<file path="config.mk">
export PLATFORM = sky130hd
export DESIGN_NAME = alu_issue_ctrl
export DESIGN_NICKNAME = d
export VERILOG_FILES = /design/src/rtl/alu_pkg.sv /design/src/rtl/alu_issue_ctrl.sv
export SDC_FILE = /design/constraint.sdc
export NUM_CORES = 1
export LEC_CHECK = 0
export BUFFER_PORTS_ARGS = -buffer_cell sky130_fd_sc_hd__buf_2
export CAP_MARGIN = 20
export CELL_PAD_IN_SITES_DETAIL_PLACEMENT = 1
export CELL_PAD_IN_SITES_GLOBAL_PLACEMENT = 2
export CORE_UTILIZATION = 29
export CTS_CLUSTER_SIZE = 20
export DETAILED_ROUTE_END_ITERATION = 10
export HOLD_SLACK_MARGIN = 0.15
export PLACE_DENSITY_LB_ADDON = 0.25
export REMOVE_ABC_BUFFERS = 1
export SYNTH_ARGS = -nofsm -noshare
export SYNTH_HDL_FRONTEND = slang
export SYNTH_SLANG_ARGS = --single-unit
</file>
<file path="constraint.sdc">
create_clock -name clk -period 4.55 [get_ports clk]
set_input_delay 0.6825 -clock clk [delete_from_list [all_inputs] [get_ports clk]]
set_output_delay 0.6825 -clock clk [all_outputs]
set_load 0.03 [all_outputs]
</file>
<file path="src/rtl/alu_pkg.sv">
// Shared definitions for the TotalALU command sequencer: funct codes,
// sequencer state encodings and the single-cycle funct classifier.
package alu_pkg;

   localparam logic [5:0] FN_AND   = 6'd36;
   localparam logic [5:0] FN_OR    = 6'd37;
   localparam logic [5:0] FN_ADD   = 6'd32;
   localparam logic [5:0] FN_SUB   = 6'd34;
   localparam logic [5:0] FN_SLT   = 6'd42;
   localparam logic [5:0] FN_SRL   = 6'd2;
   localparam logic [5:0] FN_MULTU = 6'd25;
   localparam logic [5:0] FN_MFHI  = 6'd16;
   localparam logic [5:0] FN_MFLO  = 6'd18;

   typedef logic [3:0] state_t;

   localparam state_t ST_IDLE     = 4'd0;
   localparam state_t ST_EXEC     = 4'd1;
   localparam state_t ST_MUL_RST  = 4'd2;
   localparam state_t ST_MUL_WAIT = 4'd3;
   localparam state_t ST_MFHI     = 4'd4;
   localparam state_t ST_RESP_HI  = 4'd5;
   localparam state_t ST_MFLO     = 4'd6;
   localparam state_t ST_RESP_LO  = 4'd7;
   localparam state_t ST_RESP     = 4'd8;

   function automatic logic is_single_cycle(input logic [5:0] funct);
      case (funct)
         FN_AND, FN_OR, FN_ADD, FN_SUB, FN_SLT, FN_SRL: is_single_cycle = 1'b1;
         default:                                       is_single_cycle = 1'b0;
      endcase
   endfunction

endpackage

</file>
<file path="src/rtl/alu_issue_ctrl.sv">
// Sequencer in front of TotalALU: issues one command per handshake, times the
// MULTU reset/wait/MFHI/MFLO sequence and returns result words on a valid/ready port.
module alu_issue_ctrl
   import alu_pkg::*;
#(
   parameter int MUL_CYCLES = 33,
   parameter int CNT_W      = $clog2(MUL_CYCLES + 1)
) (
   input  logic        clk,
   input  logic        reset,
   input  logic        cmd_valid,
   output logic        cmd_ready,
   input  logic [5:0]  cmd_funct,
   input  logic [31:0] cmd_a,
   input  logic [31:0] cmd_b,
   output logic [31:0] alu_dataA,
   output logic [31:0] alu_dataB,
   output logic [5:0]  alu_signal,
   output logic        alu_reset,
   input  logic [31:0] alu_out,
   output logic        res_valid,
   input  logic        res_ready,
   output logic [31:0] res_data,
   output logic        res_hi,
   output logic        res_err,
   output logic        busy,
   output logic [3:0]  dbg_state
);

   // Handshakes: a transfer happens on a rising clk edge where valid && ready;
   // valid-side payload is held stable until that edge.

   state_t           state_q, state_d;
   logic [CNT_W-1:0] cnt_q, cnt_d;
   logic [31:0]      data_a_q, data_a_d;
   logic [31:0]      data_b_q, data_b_d;
   logic [5:0]       signal_q, signal_d;
   logic [31:0]      res_data_q, res_data_d;
   logic             res_hi_q, res_hi_d;
   logic             res_err_q, res_err_d;

   always_comb begin
      state_d    = state_q;
      cnt_d      = cnt_q;
      data_a_d   = data_a_q;
      data_b_d   = data_b_q;
      signal_d   = signal_q;
      res_data_d = res_data_q;
      res_hi_d   = res_hi_q;
      res_err_d  = res_err_q;
      case (state_q)
         ST_IDLE: begin
            if (cmd_valid) begin
               if (is_single_cycle(cmd_funct) || cmd_funct == FN_MULTU) begin
                  data_a_d = cmd_a;
                  data_b_d = cmd_b;
                  signal_d = cmd_funct;
                  state_d  = (cmd_funct == FN_MULTU) ? ST_MUL_RST : ST_EXEC;
               end else begin
                  // Unsupported funct: leave the ALU side untouched, answer with an error word.
                  res_err_d  = 1'b1;
                  res_data_d = '0;
                  res_hi_d   = 1'b0;
                  state_d    = ST_RESP;
               end
            end
         end
         ST_EXEC: begin
            res_data_d = alu_out;
            res_err_d  = 1'b0;
            res_hi_d   = 1'b0;
            state_d    = ST_RESP;
         end
         ST_MUL_RST: begin
            cnt_d   = '0;
            state_d = ST_MUL_WAIT;
         end
         ST_MUL_WAIT: begin
            if (cnt_q == CNT_W'(MUL_CYCLES - 1)) begin
               signal_d = FN_MFHI;
               state_d  = ST_MFHI;
            end else begin
               cnt_d = cnt_q + CNT_W'(1);
            end
         end
         ST_MFHI: begin
            res_data_d = alu_out;
            res_hi_d   = 1'b1;
            res_err_d  = 1'b0;
            state_d    = ST_RESP_HI;
         end
         ST_RESP_HI: begin
            if (res_ready) begin
               signal_d = FN_MFLO;
               state_d  = ST_MFLO;
            end
         end
         ST_MFLO: begin
            res_data_d = alu_out;
            res_hi_d   = 1'b0;
            state_d    = ST_RESP_LO;
         end
         ST_RESP, ST_RESP_LO: begin
            if (res_ready) state_d = ST_IDLE;
         end
         default: state_d = ST_IDLE;
      endcase
   end

   always_ff @(posedge clk or posedge reset) begin
      if (reset) begin
         state_q    <= ST_IDLE;
         cnt_q      <= '0;
         data_a_q   <= '0;
         data_b_q   <= '0;
         signal_q   <= '0;
         res_data_q <= '0;
         res_hi_q   <= 1'b0;
         res_err_q  <= 1'b0;
      end else begin
         state_q    <= state_d;
         cnt_q      <= cnt_d;
         data_a_q   <= data_a_d;
         data_b_q   <= data_b_d;
         signal_q   <= signal_d;
         res_data_q <= res_data_d;
         res_hi_q   <= res_hi_d;
         res_err_q  <= res_err_d;
      end
   end

   // The ALU's own reset follows ours combinationally so it clears with us.
   assign alu_reset  = reset | (state_q == ST_MUL_RST);
   assign cmd_ready  = (state_q == ST_IDLE);
   assign busy       = (state_q != ST_IDLE);
   assign res_valid  = (state_q == ST_RESP) || (state_q == ST_RESP_HI) || (state_q == ST_RESP_LO);
   assign alu_dataA  = data_a_q;
   assign alu_dataB  = data_b_q;
   assign alu_signal = signal_q;
   assign res_data   = res_data_q;
   assign res_hi     = res_hi_q;
   assign res_err    = res_err_q;
   assign dbg_state  = state_q;

endmodule

</file>
### Word-level counts from Yosys, hierarchy flattened

Index checks and enable logic that the tools add are counted.

* latch bits: 0
* memories kept: 0
* output and inout bits: 112
* ROM bits: 0
* bits in registers: 114
* bits in writable memories: 0
* logic and storage cells: 81

* order comparisons: 0
* divide/modulo/power cells: 0
* shifts and indexed selects: 0
* multipliers: 0
* add/sub/neg operators: 1
* bitwise operators: 1
* mux-type cells: 26
* eq/ne operators: 23
* reductions and logical operators: 22

Operators with widths (number)
* 32-bit two-way mux: 2
* 32-bit one-hot mux with 2 select lines: 1
* 6-bit == test (second input constant): 6
* 4-bit one-hot mux with 8 select lines: 1
* 6-bit two-way mux: 5
* 4-bit two-way mux: 5
* 6-bit one-hot mux with 3 select lines: 1
* 4-bit by 3-bit == test with 1-bit output (second input constant): 4
* 2-bit inequality test (second input constant): 6
* 6-bit one-hot mux with 2 select lines: 1
* 3-bit AND reduction: 4
* 4-bit by 2-bit == test with 1-bit output (second input constant): 2
* 1-bit two-way mux: 7
* 6-bit by 1-bit adder with 6-bit output (second input constant): 1
* 6-bit by 2-bit == test with 1-bit output (second input constant): 1
* 6-bit by 5-bit == test with 1-bit output (second input constant): 1
* 2-bit nonzero test: 3
* 3-bit nonzero test: 2
* 2-bit OR reduction: 3
* 6-bit OR reduction: 1
* 5-bit AND reduction: 1
* 4-bit by 1-bit == test with 1-bit output (second input constant): 1
* 4-bit == test (second input constant): 1
* 4-bit logical NOT: 1
* 10 further kinds: 12

### Depth between registers and ports, before layout

Gate-level depths: netlist of run 1.

* depth in word-level cells: 9
* depth in mapped cells: 9
* depth with buffers taken out: 8

### Least setup slack after synthesis of run 1

OpenSTA, ideal clock, no wires.

* path kind: input port to output port
* start: input reset
* end: output alu_reset
* cell stages on the path: 2
* data arrival time: 3.865 ns
* buffers on the path: 0
* required time: 3.868 ns
* setup slack: 0.002 ns
* cell sequence: inv_1 > nand2_1

* longest elaborated chain between the ends: 1

Ends and longest elaborated chain
* start, declared: RTL line alu_issue_ctrl.sv:10 `input logic reset,`
* 1-bit OR: RTL line alu_issue_ctrl.sv:133 `assign alu_reset = reset | (state_q == ST_MUL_RST);`
* end, declared: RTL line alu_issue_ctrl.sv:19 `output logic alu_reset,`

Every way passes these cells.

### Final worst setup path of run 1

* start: register state_q[0], in the netlist dbg_state[0]
* end: output alu_reset

* longest elaborated chain between the ends: 2

Ends and longest elaborated chain
* start, declared: RTL line alu_issue_ctrl.sv:33 `state_t state_q, state_d;`
* start signal, assigned: RTL line alu_issue_ctrl.sv:121 `state_q <= state_d;`
* 4-bit by 2-bit == test with 1-bit output: RTL line alu_issue_ctrl.sv:133
* 1-bit OR: RTL line alu_issue_ctrl.sv:133

Every way passes these cells.

==> impl_metrics.py, run 1 <==
metrics = {
    "status": {
        "status": "completed",
    },
    "synth": {
        "yosys.area.top_type": "dfrtp_1",
        "synth_ff_type": "dfrtp_1",
        "netlist_top_cells_area": "dfrtp_1, mux2_1, a22o_1",
        "muxShareOfSynthArea_pct": 17.5,
        "synthAdderAreaFrac_pct": 0.539,
        "async_flop_share_pct": 100,
        "seq_area_frac_synth_pct": 61.5,
        "syn_inst": 333,
        "synth_common_cells": "dfrtp_1, mux2_1, a22o_1",
        "synth-compound-area-share_pct": 9.36,
        "ys_warn_count": 0,
        "synth-simple-area-share_pct": 6.85,
        "synth_area_um2": 4640,
        "yosys_register_bits": 114,
        "yosysMostFrequentCell": "dfrtp_1",
        "synth_top_area_share_pct": 61.5,
        "synth_top_family_by_area": "multiplexers",
        "synth_edf_count": 0,
        "synth.avg_cell_area_um2": 13.9,
        "synth_xor_area_share_pct": 1.13,
        "synthDistinctLibCells": 47,
    },
    "clock_network": {
        "clk_latency_ns": 0.40,
        "holdBufCountCts": 0,
        "clock_sinks": 114,
        "cts_buffers": 17,
        "path_clk_slew_ns": 0.05,
        "clockBufferDepth": 2,
        "cts_root_buf": "clkbuf_16",
        "post_cts_resize_count": 0,
        "h-tree-depth": 4,
        "post-cts-setup-buffer-count": 0,
        "tritoncts": "done",
    },
    "power": {
        "irDropWorstVdd_mv": 0.409,
        "power_frac_clock_pct": 24.9,
        "p_leak_nw": 3.42,
        "internal_power_mw": 3.09,
        "powerDensity_nw_per_um2": 816,
        "pwr-share-comb_pct": 43.2,
        "switching_share_pct": 41.8,
        "seqPwrFrac_pct": 31.9,
        "p_switching_mw": 2.22,
    },
    "layout": {
        "layout-drive-gt1-share_pct": 46.5,
        "fin_cells": 775,
        "nets": 662,
        "area_growth_pct": 40.2,
        "antenna_cells": 0,
    },
    "floorplanning": {
        "die_x_um": 128,
        "coreArea_um2": 15400,
        "die_area_um2": 16500,
        "die_h_um": 128,
        "io_pins": 218,
        "std_cell_rows": 45,
        "initial_core_util_pct": 30.1,
    },
    "timing": {
        "fmax_mhz": 363,
        "fin_ws_ns": 1.79,
        "fin_crit_ns": 2.76,
        "fin_worst_skew_ns": 0.00815,
        "rsz0062_at_grt": "false",
        "hold_viol": 0,
        "worstMarginPinSlew_ns": 0.851,
        "setup_tns_ns": 0,
        "drv_slew": 0,
        "relSlewSlack_pct": 43.2,
        "post-route-period-util_pct": 60.6,
        "finalSetupViolCount": 0,
    },
    "worst_hold_path": {
        "hold_path.class": "in2async",
    },
    "setup_path": {
        "path_common_cell": "buf_2",
        "critical_path.top_delay_family": "flip-flops",
        "required_ns": 3.87,
        "crit_buf_inv": 3,
        "rr_worst_depth": 6,
        "worstPathMaxFanout": 19,
        "slowest_stage": "dfrtp_1",
        "cpPeakStageDelay_ns": 0.60,
        "worstSetupPathType": "reg2out",
        "startpoint_type": "flip-flop",
        "crit_path_cell_trace": "nor4b_1, buf_2, inv_1, nand2_1, buf_2",
        "worst-path-stages": 5,
        "critPathArrivalTime_ns": 2.07,
        "cp-end-kind": "output pin",
    },
    "global_routing": {
        "grt_use_met1_pct": 19.7,
        "use_met2_pct": 24.6,
        "grt_pass1_vias": 3709,
        "track_usage_pct": 15.7,
        "grt_busiest_layer": "met2",
        "antenna_found_initial": 0,
        "use_met3_pct": 5.11,
        "overflow": 0,
        "grt_start_max_net_pins": 67,
        "grt_pass1_wl_um": 19600,
    },
    "place": {
        "dp.cells": 746,
        "place_congestion": 0.716,
        "io_buffers": 217,
        "hpwl_um": 9050,
        "pre_cts_ws_ns": 1.55,
    },
    "routing": {
        "drc": 0,
        "dr_total_vias": 3527,
        "avgViaCountPerCell": 4.55,
        "ant_nets": 0,
        "wl_um": 12500,
        "drt-initial-drc-count": 135,
        "dr.pass1.iters": 4,
        "wl_per_cell_um": 16.2,
    },
    "flow_run": {
        "drv_cap": 0,
    },
}
==> cells by family (layout without fill, tap and decap cells) <==
| family | Yosys count | in the layout |
|---|---|---|
| AO/OA/AOI/OAI | 55 | 55 |
| XOR/XNOR | 6 | 6 |
| adder cells (fa/ha/maj) | 2 | 2 |
| buffers and inverters | 29 | 260 |
| flip-flops | 114 | 114 |
| multiplexers | 72 | 72 |
| AND/OR/NAND/NOR | 55 | 55 |
==> path summary, 6_finish.rpt <==
| kind | start | end | slack (ns) |
|---|---|---|---|
| worst max-delay path | dbg_state[0]$_DFFE_PP0P_ | alu_reset | 1.79 |
| worst min-delay path | reset | alu_dataB[19]$_DFFE_PP0P_ | 0.38 |
| worst max register to register | dbg_state[0]$_DFFE_PP0P_ | alu_dataB[4]$_DFFE_PP0P_ | 1.82 |
| worst min register to register | alu_dataA[15]$_DFFE_PP0P_ | alu_dataA[15]$_DFFE_PP0P_ | 0.48 |
| max in group asynchronous | reset | alu_dataA[16]$_DFFE_PP0P_ | 2.86 |
| min in group clk | alu_dataA[15]$_DFFE_PP0P_ | alu_dataA[15]$_DFFE_PP0P_ | 0.48 |
==> through the flow <==
stage / hold WS [ns] / power (mW) / instance area, um^2 / util, %
6_report: 0.380 / 5.30 / 6500 / 42.1
5_1_grt: 0.433 / 5.63 / 6500 / 42.1
3_3_place_gp: 0.461 / 3.97 / 5910 / 38.3
4_1_cts: 0.398 / 5.40 / 6500 / 42.1
2_1_floorplan: 0.490 / 3.25 / 4530 / -
3_5_place_dp: 0.470 / 4.04 / 5920 / 38.4
==> power groups by stage <==
stage	clock network, mW	registers (mW)	logic (mW)
finish	1.32	1.69	2.29
global route	1.40	1.75	2.47
CTS	1.36	1.70	2.34
detailed placement	0	1.71	2.34
global placement	0	1.69	2.28
floorplan	0	2.47	0.779
==> area by class of cell <==
type	instances	area (um^2)
inverter	9	36.3
multi-input combinational	190	1650
fill	1744	8920
clock buffer	23	478
timing repair buffer	222	1120
sequential	114	2850
tap	211	264
clock inverter	6	105
==> cells in the final DEF, fill, tap and decap left out, types with 3 or more instances in the layout <==
cell / Yosys / layout
mux2i_1: 6 / 6
buf_2: 6 / 218
a21oi_1: 5 / 5
inv_1: 8 / 7
a22o_1: 32 / 32
dfrtp_1: 114 / 114
bufinv_16: 0 / 3
nand2_1: 19 / 19
o21ai_0: 4 / 4
mux2_1: 64 / 64
clkbuf_8: 0 / 3
buf_4: 6 / 4
clkbuf_16: 0 / 17
clkbuf_1: 6 / 3
xor2_1: 5 / 5
nor2_1: 11 / 9
clkinv_2: 0 / 3
nor3_1: 3 / 3
==> state kept, by name, summed over array words and instances (netlist names) <==
register / cells
res_data: 32
alu_dataB: 32
res_hi: 1
dbg_state: 4
alu_dataA: 32
res_err: 1
alu_signal: 6
cnt_q: 6
==> layer usage <==
metal,vias up,part of all wire (%)
met5,-,0
met4,0,1.7
met3,16,8.2
met1,1707,44
met2,162,46
li1,1642,-
No activity file was read; power rests on OpenSTA's default activity.
==> inputs of run 2 (changes only) <==
clock period = 2.62 ns   (was 4.55 ns; I/O delays follow)
==> run 2 against run 1 <==
Compared with the run above:
- final area is 1.7% higher
- non-clock buffer count is 7 higher
- core utilization is 0.71 points higher
- flip-flop and latch count stayed put
- sequential power is 66% higher
- power is 77% higher
- setup slack worse by 1.5 ns
- global-route usage is 0.51 points higher
- first-iteration DRC count is 2.2% higher
- largest cell class unchanged
- largest power group unchanged
- highest routed layer unchanged
==> impl_metrics.py, run 2 (same netlist as run 1, synthesis figures left out) <==
metrics = {
    "status": {
        "status": "completed",
    },
    "clock_network": {
        "clk_latency_ns": 0.40,
        "holdBufCountCts": 0,
        "h-tree-depth": 4,
        "clockBufferDepth": 2,
        "cts_buffers": 17,
        "post_cts_resize_count": 0,
        "clock_sinks": 114,
        "post-cts-setup-buffer-count": 0,
        "path_clk_slew_ns": 0.05,
        "cts_root_buf": "clkbuf_16",
        "tritoncts": "done",
    },
    "floorplanning": {
        "die_h_um": 128,
        "std_cell_rows": 45,
        "initial_core_util_pct": 30.1,
        "die_x_um": 128,
        "coreArea_um2": 15400,
        "io_pins": 218,
        "die_area_um2": 16500,
    },
    "layout": {
        "layout-drive-gt1-share_pct": 47.2,
        "final_common_cell": "buf_2",
        "final_cell_mix": "buf_2, dfrtp_1, mux2_1",
        "nets": 669,
        "area_growth_pct": 42.5,
        "antenna_cells": 0,
    },
    "power": {
        "p_leak_nw": 3.47,
        "powerDensity_nw_per_um2": 1420,
        "irDropWorstVdd_mv": 0.432,
    },
    "place": {
        "hpwl_um": 9510,
        "place_congestion": 0.697,
        "pre_cts_ws_ns": 0.233,
        "io_buffers": 217,
    },
    "routing": {
        "avgViaCountPerCell": 4.60,
        "dr.pass1.iters": 4,
        "dr_total_vias": 3613,
        "wl_per_cell_um": 16.7,
        "ant_nets": 0,
        "drc": 0,
        "drt-initial-drc-count": 138,
        "wl_um": 13100,
    },
    "global_routing": {
        "grt_pass1_wl_um": 20400,
        "track_usage_pct": 16.2,
        "grt_pass1_vias": 3742,
        "overflow": 0,
        "antenna_found_initial": 0,
        "use_met2_pct": 25.3,
        "grt_use_met1_pct": 20.5,
        "grt_start_max_net_pins": 115,
        "use_met3_pct": 5.90,
        "grt_busiest_layer": "met2",
    },
    "setup_path": {
        "critPathArrivalTime_ns": 2.59,
        "worstSetupPathType": "reg2reg",
        "worstPathMaxFanout": 6,
        "required_ns": 2.90,
        "cp-end-kind": "flip-flop",
        "startpoint_type": "flip-flop",
    },
    "timing": {
        "rsz0062_at_grt": "false",
        "finalSetupViolCount": 0,
        "hold_viol": 0,
        "setup_tns_ns": 0,
        "fin_crit_ns": 2.31,
        "relSlewSlack_pct": 53.5,
        "fin_ws_ns": 0.309,
        "worstMarginPinSlew_ns": 0.697,
        "fmax_mhz": 433,
        "drv_slew": 0,
        "post-route-period-util_pct": 88.2,
        "fin_worst_skew_ns": 0.00873,
    },
    "worst_hold_path": {
        "hold_path.class": "in2async",
    },
    "flow_run": {
        "drv_cap": 0,
    },
}
run 2: changes by cell type in the layout (fill, tap and decap cells not counted):
cell,before,now
clkinvlp_4,0,3
clkbuf_8,3,1
buf_12,0,2
bufinv_16,3,4
buf_4,4,10
buf_2,218,217
clkbuf_1,3,4
run 2: where the power goes:
| group | internal, mW | total (mW) | switching, mW |
|---|---|---|---|
| clock | 1.61 | 2.40 | 0.786 |
| combinational | 1.38 | 4.20 | 2.82 |
| sequential | 2.48 | 2.81 | 0.330 |
| total | 5.47 | 9.41 | 3.94 |
run 2: final timing paths:
check | slack, ns | from | end | cells past startpoint
worst max-delay path | 0.31 | cnt_q[0]$_DFFE_PP0P_ | alu_signal[4]$_DFFE_PP0P_ | 8
worst min-delay path | 0.12 | reset | cnt_q[3]$_DFFE_PP0P_ | 3
worst max register to register | 0.31 | cnt_q[0]$_DFFE_PP0P_ | alu_signal[4]$_DFFE_PP0P_ | 8
worst min register to register | 0.48 | res_hi$_DFFE_PP0P_ | res_hi$_DFFE_PP0P_ | 1
max in group asynchronous | 1.92 | reset | alu_dataB[2]$_DFFE_PP0P_ | 3
min in group clk | 0.20 | cmd_a[4] | alu_dataA[4]$_DFFE_PP0P_ | 2
run 2: layer usage:
layer	part of all wire [%]	wire length, um	vias up
met2	46	6030	163
met5	0	0	-
li1	-	-	1650
met1	44	5720	1786
met4	1.4	184	0
met3	9.0	1180	14
run 2: final cells by class:
| class | count | area, um^2 |
|---|---|---|
| tap | 211 | 264 |
| clock buffer | 22 | 454 |
| fill | 1758 | 8820 |
| sequential | 114 | 2850 |
| multi-input combinational | 190 | 1650 |
| timing repair buffer | 229 | 1200 |
| inverter | 9 | 36.3 |
| clock inverter | 10 | 158 |
run 2: worst max-delay path, cell delays in order (launching register included):
cell     delay (ns)
dfrtp_1        0.41
inv_1          0.07
ha_1           0.14
nand2_1        0.07
or4_4          0.46
nor3b_2        0.17
o22ai_1        0.10
a211o_1        0.43
mux2_4         0.34
run 2: metrics by stage:
stage               total power [mW]  area, um^2  util [%]  hold slack [ns]  cells
floorplan                       5.64        4530         -            0.490    313
CTS                             9.55        6610      42.9            0.185    785
finish                          9.41        6610      42.9            0.116    785
global route                    9.96        6610      42.9            0.184    785
detailed placement              7.11        6000      38.9            0.469    753
global placement                6.97        6000      38.9            0.461    753
